$ cat src/rtl/serial_pkg.sv
// Types and defaults shared by the serial transmitter and the sequence detector.
package serial_pkg;

  typedef enum logic [1:0] {
    IDLE = 2'd0,
    SYNC = 2'd1,
    DATA = 2'd2,
    PAR  = 2'd3
  } state_e;

  localparam int         DATA_W_DEF   = 8;
  localparam int         SYNC_W_DEF   = 4;
  localparam logic [3:0] SYNC_PAT_DEF = 4'b1011;

endpackage

$ cat src/rtl/piso_shift.sv
// Parallel-in / serial-out register: load wins over shift, zero-filled left shift,
// MSB exposed as the serial tap.
module piso_shift #(
  parameter int DATA_W = 8
) (
  input  logic              clk,
  input  logic              rst,
  input  logic              load,
  input  logic              shift,
  input  logic [DATA_W-1:0] data_in,
  output logic              msb
);

  logic [DATA_W-1:0] data_q;
  logic [DATA_W-1:0] data_d;

  always_comb begin
    data_d = data_q;
    if (load) begin
      data_d = data_in;
    end else if (shift) begin
      data_d = {data_q[DATA_W-2:0], 1'b0};
    end else begin
      data_d = data_q;
    end
  end

  always_ff @(posedge clk) begin
    if (rst) begin
      data_q <= '0;
    end else begin
      data_q <= data_d;
    end
  end

  assign msb = data_q[DATA_W-1];

endmodule

$ cat src/rtl/serial_pattern_tx.sv
// Framed serial transmitter: sync pattern, payload MSB first, even parity bit.
// All outputs are registered; next-cycle output values are computed alongside next state.
module serial_pattern_tx
  import serial_pkg::*;
#(
  parameter int                DATA_W   = DATA_W_DEF,
  parameter int                SYNC_W   = SYNC_W_DEF,
  parameter logic [SYNC_W-1:0] SYNC_PAT = SYNC_PAT_DEF
) (
  input  logic              clk,
  input  logic              rst,
  input  logic              load,
  input  logic [DATA_W-1:0] data_in,
  output logic              ready,
  output logic              dout,
  output logic              dout_valid,
  output logic              done
);

  localparam int CNT_MAX = (SYNC_W > DATA_W) ? SYNC_W : DATA_W;
  localparam int CNT_W   = $clog2(CNT_MAX);
  localparam logic [CNT_W-1:0] SYNC_LAST = CNT_W'(SYNC_W - 1);
  localparam logic [CNT_W-1:0] DATA_LAST = CNT_W'(DATA_W - 1);

  function automatic logic even_par(input logic [DATA_W-1:0] word);
    return ^word;
  endfunction

  // Shift-based select keeps the index width independent of SYNC_W.
  function automatic logic sync_bit(input logic [CNT_W-1:0] idx);
    logic [SYNC_W-1:0] sh;
    sh = SYNC_PAT >> idx;
    return sh[0];
  endfunction

  state_e           state_q, state_d;
  logic [CNT_W-1:0] cnt_q, cnt_d;
  logic             par_q, par_d;
  logic             ready_q, ready_d;
  logic             dout_q, dout_d;
  logic             valid_q, valid_d;
  logic             done_q, done_d;
  logic             shreg_load_s;
  logic             shreg_shift_s;
  logic             shreg_msb_s;

  piso_shift #(.DATA_W(DATA_W)) u_piso (
    .clk     (clk),
    .rst     (rst),
    .load    (shreg_load_s),
    .shift   (shreg_shift_s),
    .data_in (data_in),
    .msb     (shreg_msb_s)
  );

  // The bit registered on each edge is the one shown during the following cycle,
  // so the shift register advances on the same edge that its MSB is taken.
  always_comb begin
    state_d       = state_q;
    cnt_d         = cnt_q;
    par_d         = par_q;
    ready_d       = 1'b0;
    dout_d        = 1'b0;
    valid_d       = 1'b0;
    done_d        = 1'b0;
    shreg_load_s  = 1'b0;
    shreg_shift_s = 1'b0;
    case (state_q)
      IDLE: begin
        if (load) begin
          state_d      = SYNC;
          cnt_d        = '0;
          par_d        = even_par(data_in);
          shreg_load_s = 1'b1;
          dout_d       = sync_bit(SYNC_LAST);
          valid_d      = 1'b1;
        end else begin
          ready_d = 1'b1;
        end
      end
      SYNC: begin
        valid_d = 1'b1;
        if (cnt_q == SYNC_LAST) begin
          state_d       = DATA;
          cnt_d         = '0;
          dout_d        = shreg_msb_s;
          shreg_shift_s = 1'b1;
        end else begin
          cnt_d  = cnt_q + CNT_W'(1);
          dout_d = sync_bit(SYNC_LAST - cnt_q - CNT_W'(1));
        end
      end
      DATA: begin
        valid_d = 1'b1;
        if (cnt_q == DATA_LAST) begin
          state_d = PAR;
          cnt_d   = '0;
          dout_d  = par_q;
        end else begin
          cnt_d         = cnt_q + CNT_W'(1);
          dout_d        = shreg_msb_s;
          shreg_shift_s = 1'b1;
        end
      end
      PAR: begin
        state_d = IDLE;
        cnt_d   = '0;
        ready_d = 1'b1;
        done_d  = 1'b1;
      end
      default: begin
        state_d = IDLE;
        cnt_d   = '0;
        ready_d = 1'b1;
      end
    endcase
  end

  always_ff @(posedge clk) begin
    if (rst) begin
      state_q <= IDLE;
      cnt_q   <= '0;
      par_q   <= 1'b0;
      ready_q <= 1'b1;
      dout_q  <= 1'b0;
      valid_q <= 1'b0;
      done_q  <= 1'b0;
    end else begin
      state_q <= state_d;
      cnt_q   <= cnt_d;
      par_q   <= par_d;
      ready_q <= ready_d;
      dout_q  <= dout_d;
      valid_q <= valid_d;
      done_q  <= done_d;
    end
  end

  assign ready      = ready_q;
  assign dout       = dout_q;
  assign dout_valid = valid_q;
  assign done       = done_q;

endmodule

$ cat config.mk
export PLATFORM = sky130hd
export DESIGN_NAME = serial_pattern_tx
export DESIGN_NICKNAME = d
export VERILOG_FILES = /design/src/rtl/serial_pkg.sv /design/src/rtl/piso_shift.sv /design/src/rtl/serial_pattern_tx.sv
export SDC_FILE = /design/constraint.sdc
export NUM_CORES = 1
export LEC_CHECK = 0
export ABC_AREA = 1
export CORE_MARGIN = 3
export CORE_UTILIZATION = 54
export CTS_CLUSTER_DIAMETER = 30
export DETAILED_ROUTE_END_ITERATION = 8
export PLACE_DENSITY_LB_ADDON = 0.15
export SETUP_SLACK_MARGIN = 0.5
export SYNTH_ARGS = -nofsm -noshare
export SYNTH_HDL_FRONTEND = slang
export SYNTH_HIERARCHICAL = 1
export SYNTH_SLANG_ARGS = --single-unit
$ cat constraint.sdc
create_clock -name clk -period 2.05 [get_ports clk]
set_clock_uncertainty 0.05 [all_clocks]
set_input_delay 0.3075 -clock clk [delete_from_list [all_inputs] [get_ports clk]]
set_output_delay 0.3075 -clock clk [all_outputs]
set_load 0.005 [all_outputs]
# Yosys cells after proc, flatten, opt, wreduce, memory -nomap -nowiden
# Cells that the tools add are included.
# word_totals
reg_bits	18
out_inout_bits	4
elab_cells	48
# classes
addsub	3
eq_ne	8
shift	1
n_mux	22
reduce_logical	6
# op_table
cell	n
8-bit two-way mux	2
3-bit case mux with 4 select lines	1
3-bit two-way mux	3
1-bit two-way mux	8
2-bit case mux with 4 select lines	1
8-bit XOR reduction	1
2-bit two-way mux	3
2-bit inequality test (second input constant)	3
1-bit case mux with 2 select lines	3
2-bit equality test (second input constant)	2
4-bit by 3-bit right shift with 1-bit output (first input constant)	1
3-bit by 1-bit adder with 3-bit output (second input constant)	1
3-bit by 2-bit equality test with 1-bit output (second input constant)	1
3-bit equality test (second input constant)	1
1-bit case mux with 3 select lines	1
3-bit AND reduction	1
2-bit by 3-bit subtractor with 3-bit output (first input constant)	1
3-bit by 1-bit subtractor with 3-bit output (second input constant)	1
2-bit by 1-bit equality test with 1-bit output (second input constant)	1
2-bit logical NOT	1
2-bit AND reduction	1
2-bit nonzero test	1
2-bit OR reduction	1

# Logic depth before layout (Yosys ltp)
# depth
word_depth	5
ltp_mapped	12
depth_no_buf	11

# Cells and area by module
# Netlist, hierarchy kept.
# modules_own_cells
module	n_inst	cells_per_inst	area_each_um2	seq_area_each_um2
serial_pattern_tx	1	128	799.5	200.2
piso_shift	1	60	399.1	160.2

# Least setup slack after synthesis
# Ideal clock, no wire load.
# synth_timing
kind	register -> register
startpoint	reg cnt_q[1]
endpoint	reg u_piso.data_q[1]
setup_ps	56
arrival_ps	1433
t_required_ps	1944
path_slack_ps	511
path_stages_with_launch	12
period_less_slack_ps	1539
path_cell_list	dfxtp_1 ha_1 ha_1 nor2_1 a21oi_1 nor2_1 buf_4 nor2_8 nand2_1 nand3_1 nand2_1 inv_1
# synth_between
elab_chain_len	4
# synth_lines
item	line	rtl
from (decl)	serial_pattern_tx.sv:37	logic [CNT_W-1:0] cnt_q, cnt_d;
from (signal assigned)	serial_pattern_tx.sv:130	cnt_q <= cnt_d;
3-bit equality test or 3-bit by 2-bit equality test with 1-bit output (tied branches)	serial_pattern_tx.sv:95, serial_pattern_tx.sv:83	
1-bit two-way mux, on equally long branches	serial_pattern_tx.sv:95, serial_pattern_tx.sv:83	
1-bit case mux with 2 select lines *	serial_pattern_tx.sv:68	case (state_q)
named net shreg_shift_s	serial_pattern_tx.sv:44	logic shreg_shift_s;
2-bit nonzero test (no line) *	--	
to (signal assigned)	piso_shift.sv:32	data_q <= data_d;
to (decl)	piso_shift.sv:14	logic [DATA_W-1:0] data_q;
# Mark *: on every way through the listed nets, which the timed path passes. The rest lies on a longest branch.
# A chain may end at the register's enable or synchronous reset.

# Worst setup path after layout
# layout_timing
startpoint	reg cnt_q[0]
endpoint	reg u_piso.data_q[3]
# Same word-level chain as after synthesis.

==> results.ini <==
[logic_synthesis]
synth-compound-area-share_pct=8.35
synth.avg_cell_area_um2=6.38
syn_inst=188
ys_ff_latch=18
synthAdderAreaFrac_pct=11.5
yosys_warnings=6
synth_xor_area_share_pct=0.731
synth_top_family_by_area=simple AND/OR/NAND/NOR gates
synth_area_um2=1200
ys_types=22
seq_area_frac_synth_pct=30.1
synth-simple-area-share_pct=35.9
synthMuxAreaShare_pct=0
syn-num-nets=210

[final_layout]
syn2layout_area_growth_pct=35.6
multi_input_area_um2=822
diodes=0
ff_latch_area_um2=374
final_nets=235
nFillCells=128
layout-drive-gt1-share_pct=22.7
layoutNonFillerInstCount=238

[die]
dieArea_um2=2820
fp-row-count=16
die_h_um=53.1
coreArea_um2=2020
start_util_pct=59.3
ios=15
fp.dieW_um=53.1

[cts]
cts_tree=built
clock-sinks=18
ctsRootBufferMaster=clkbuf_4
clkLatencyLatePin_ps=300
cts_max_path_buffers=2
cts_hold_buf=0
cts_buffers=3
htreeDepth=1
clk_pin_slew_ps=100

[setup_path]
crit_family=simple AND/OR/NAND/NOR gates
crit_cells=12
criticalPathCategory=flip-flop to flip-flop
worst-endpoint-required_ps=2210
path_buf_inv=3
path_cells=ha_4, ha_4, nor2_4, a21oi_4, nor2_4, buf_12, nor2_8, buf_12, nand2_2, nand3_2, nand2_1, inv_1
start_kind=flip-flop
critical_path.max_stage_delay_ps=360
critPathMaxFanout=7
cp-end-kind=flip-flop
arrival_ps=1810
slowest_stage=dfxtp_4
reg2reg_depth=12

[pwr]
power_density_nw_per_um2=1060
p_leak_nw=0.820
vdd_drop_max_uv=908

[route]
firstDrtPassIters=4
vias=1201
wl_per_cell_um=12.9
drt.antenna.violating_nets=0
wirelength_um=3080
vias_per_cell=5.05
drc=0
drtIter0Drc=57

[global_routing]
grt_max_degree=13
grt_pass1_wl_um=5060
grt_pass1_vias=1125
grt.total_usage_pct=24.5
gr-total-overflow=0
antenna_found_initial=0

[hold_path]
hold_depth=2
min_path_type=flip-flop to flip-flop

[sta]
hold_viol=0
tns_ps=0
setup_viol=0
rsz0062_at_grt=true
drv_slew=0
period_needed_ps=1650
max_freq_mhz=606
period_share_pct=80.5
max_slew_margin_pct=66.6
worst_pin_slew_ps=499

[job]
drv_cap=0

[place]
port_buffers=14
gp_congestion=0.824
dp.cells=227
hpwl_um=1890

[run_status]
status=finished, final reports clean

[cell usage in the layout (no fill, tap or decap), types with 4 or more instances in the layout]
cell / instances
a21oi_1: 5
buf_4: 7
clkdlybuf4s50_1: 14
dfxtp_1: 13
ha_1: 5
ha_4: 6
inv_1: 29
inv_2: 5
nand2_1: 71
nand3_1: 11
nand3_2: 4
nor2_1: 6
[through the flow]
| step | setup WS [ps] | hold slack [ps] | power [mW] | area (µm²) | util [%] |
|---|---|---|---|---|---|
| 4_1_cts | 513 | 428 | 1.55 | 1550 | 76.6 |
| 3_3_place_gp | 131 | 407 | 1.20 | 1350 | 67.0 |
| 6_report | 400 | 436 | 1.73 | 1630 | 80.4 |
| 3_5_place_dp | 65.2 | 414 | 1.21 | 1350 | 67.0 |
| 5_1_grt | 314 | 468 | 1.86 | 1630 | 80.4 |
| 2_1_floorplan | 511 | 327 | 1.03 | 1200 | - |
[cell type report]
| class | count | share of cell area [%] |
|---|---|---|
| multi-input cells | 131 | 50.6 |
| flip-flops and latches | 18 | 23.0 |
| repair buffers | 23 | 14.3 |
| inverters | 36 | 8.62 |
| well taps | 27 | 2.08 |
| clock buffers | 3 | 1.39 |
[cell usage after synthesis (all sizes together)]
library cell | instances | share of area (%)
dfxtp | 18 | 30
ha | 11 | 11
o21ai | 4 | 1.7
o22ai | 1 | 1.0
nand3 | 15 | 6.3
a21oi | 9 | 4.4
a22oi | 1 | 0.63
or2 | 1 | 0.52
xnor2 | 1 | 0.73
inv | 36 | 11
buf | 3 | 2.2
nor2 | 10 | 4.7
nor3 | 1 | 0.42
o211ai | 1 | 0.63
nand2 | 76 | 24
[metal layers]
metal	track usage (%)	share of wire (%)
met5	0	0
met4	9.79	1.5
met3	5.07	5.0
met2	41.9	50
met1	29.4	44
[sequential cells by signal, indices dropped and copies added (netlist names)]
name           flops
ready              1
state_q            2
dout_valid         1
dout               1
cnt_q              3
u_piso/data_q      8
par_q              1
done               1
[worst reg2reg max path: cells and delay by family (launching register included)]
family	cells	cell delay (ps)
AOI/OAI and AO/OA	1	50
adders and majority gates	2	350
buffers and inverters	3	300
DFF	1	360
and+or+nand+nor	6	440
[what timing repair did]
item,in CTS,in global routing
endpoints found under the setup margin,9,12
gates resized for setup,26,15
pin swaps,6,6
buffers inserted,6,2
[path summary, 6_finish.rpt]
kind,from,to,slack (ps)
setup / recovery,cnt_q[0],u_piso/data_q[3],400
hold / removal,u_piso/data_q[0],u_piso/data_q[0],440
setup reg to reg,cnt_q[0],u_piso/data_q[3],400
hold reg to reg,u_piso/data_q[0],u_piso/data_q[0],440
[where the power goes]
| part | internal (mW) | switching [mW] | total [mW] |
|---|---|---|---|
| Clock | 0.0686 | 0.109 | 0.177 |
| Combinational | 0.456 | 0.577 | 1.03 |
| Sequential | 0.450 | 0.0684 | 0.519 |
[kinds of logic after synthesis]
kind of cell               after synthesis
xor gates and xnor gates                 1
and+or+nand+nor                        103
adders and majority gates               11
AOI/OAI and AO/OA                       16
buffers and inverters                   39
DFF                                     18
Power figures use the tool's default switching activity.
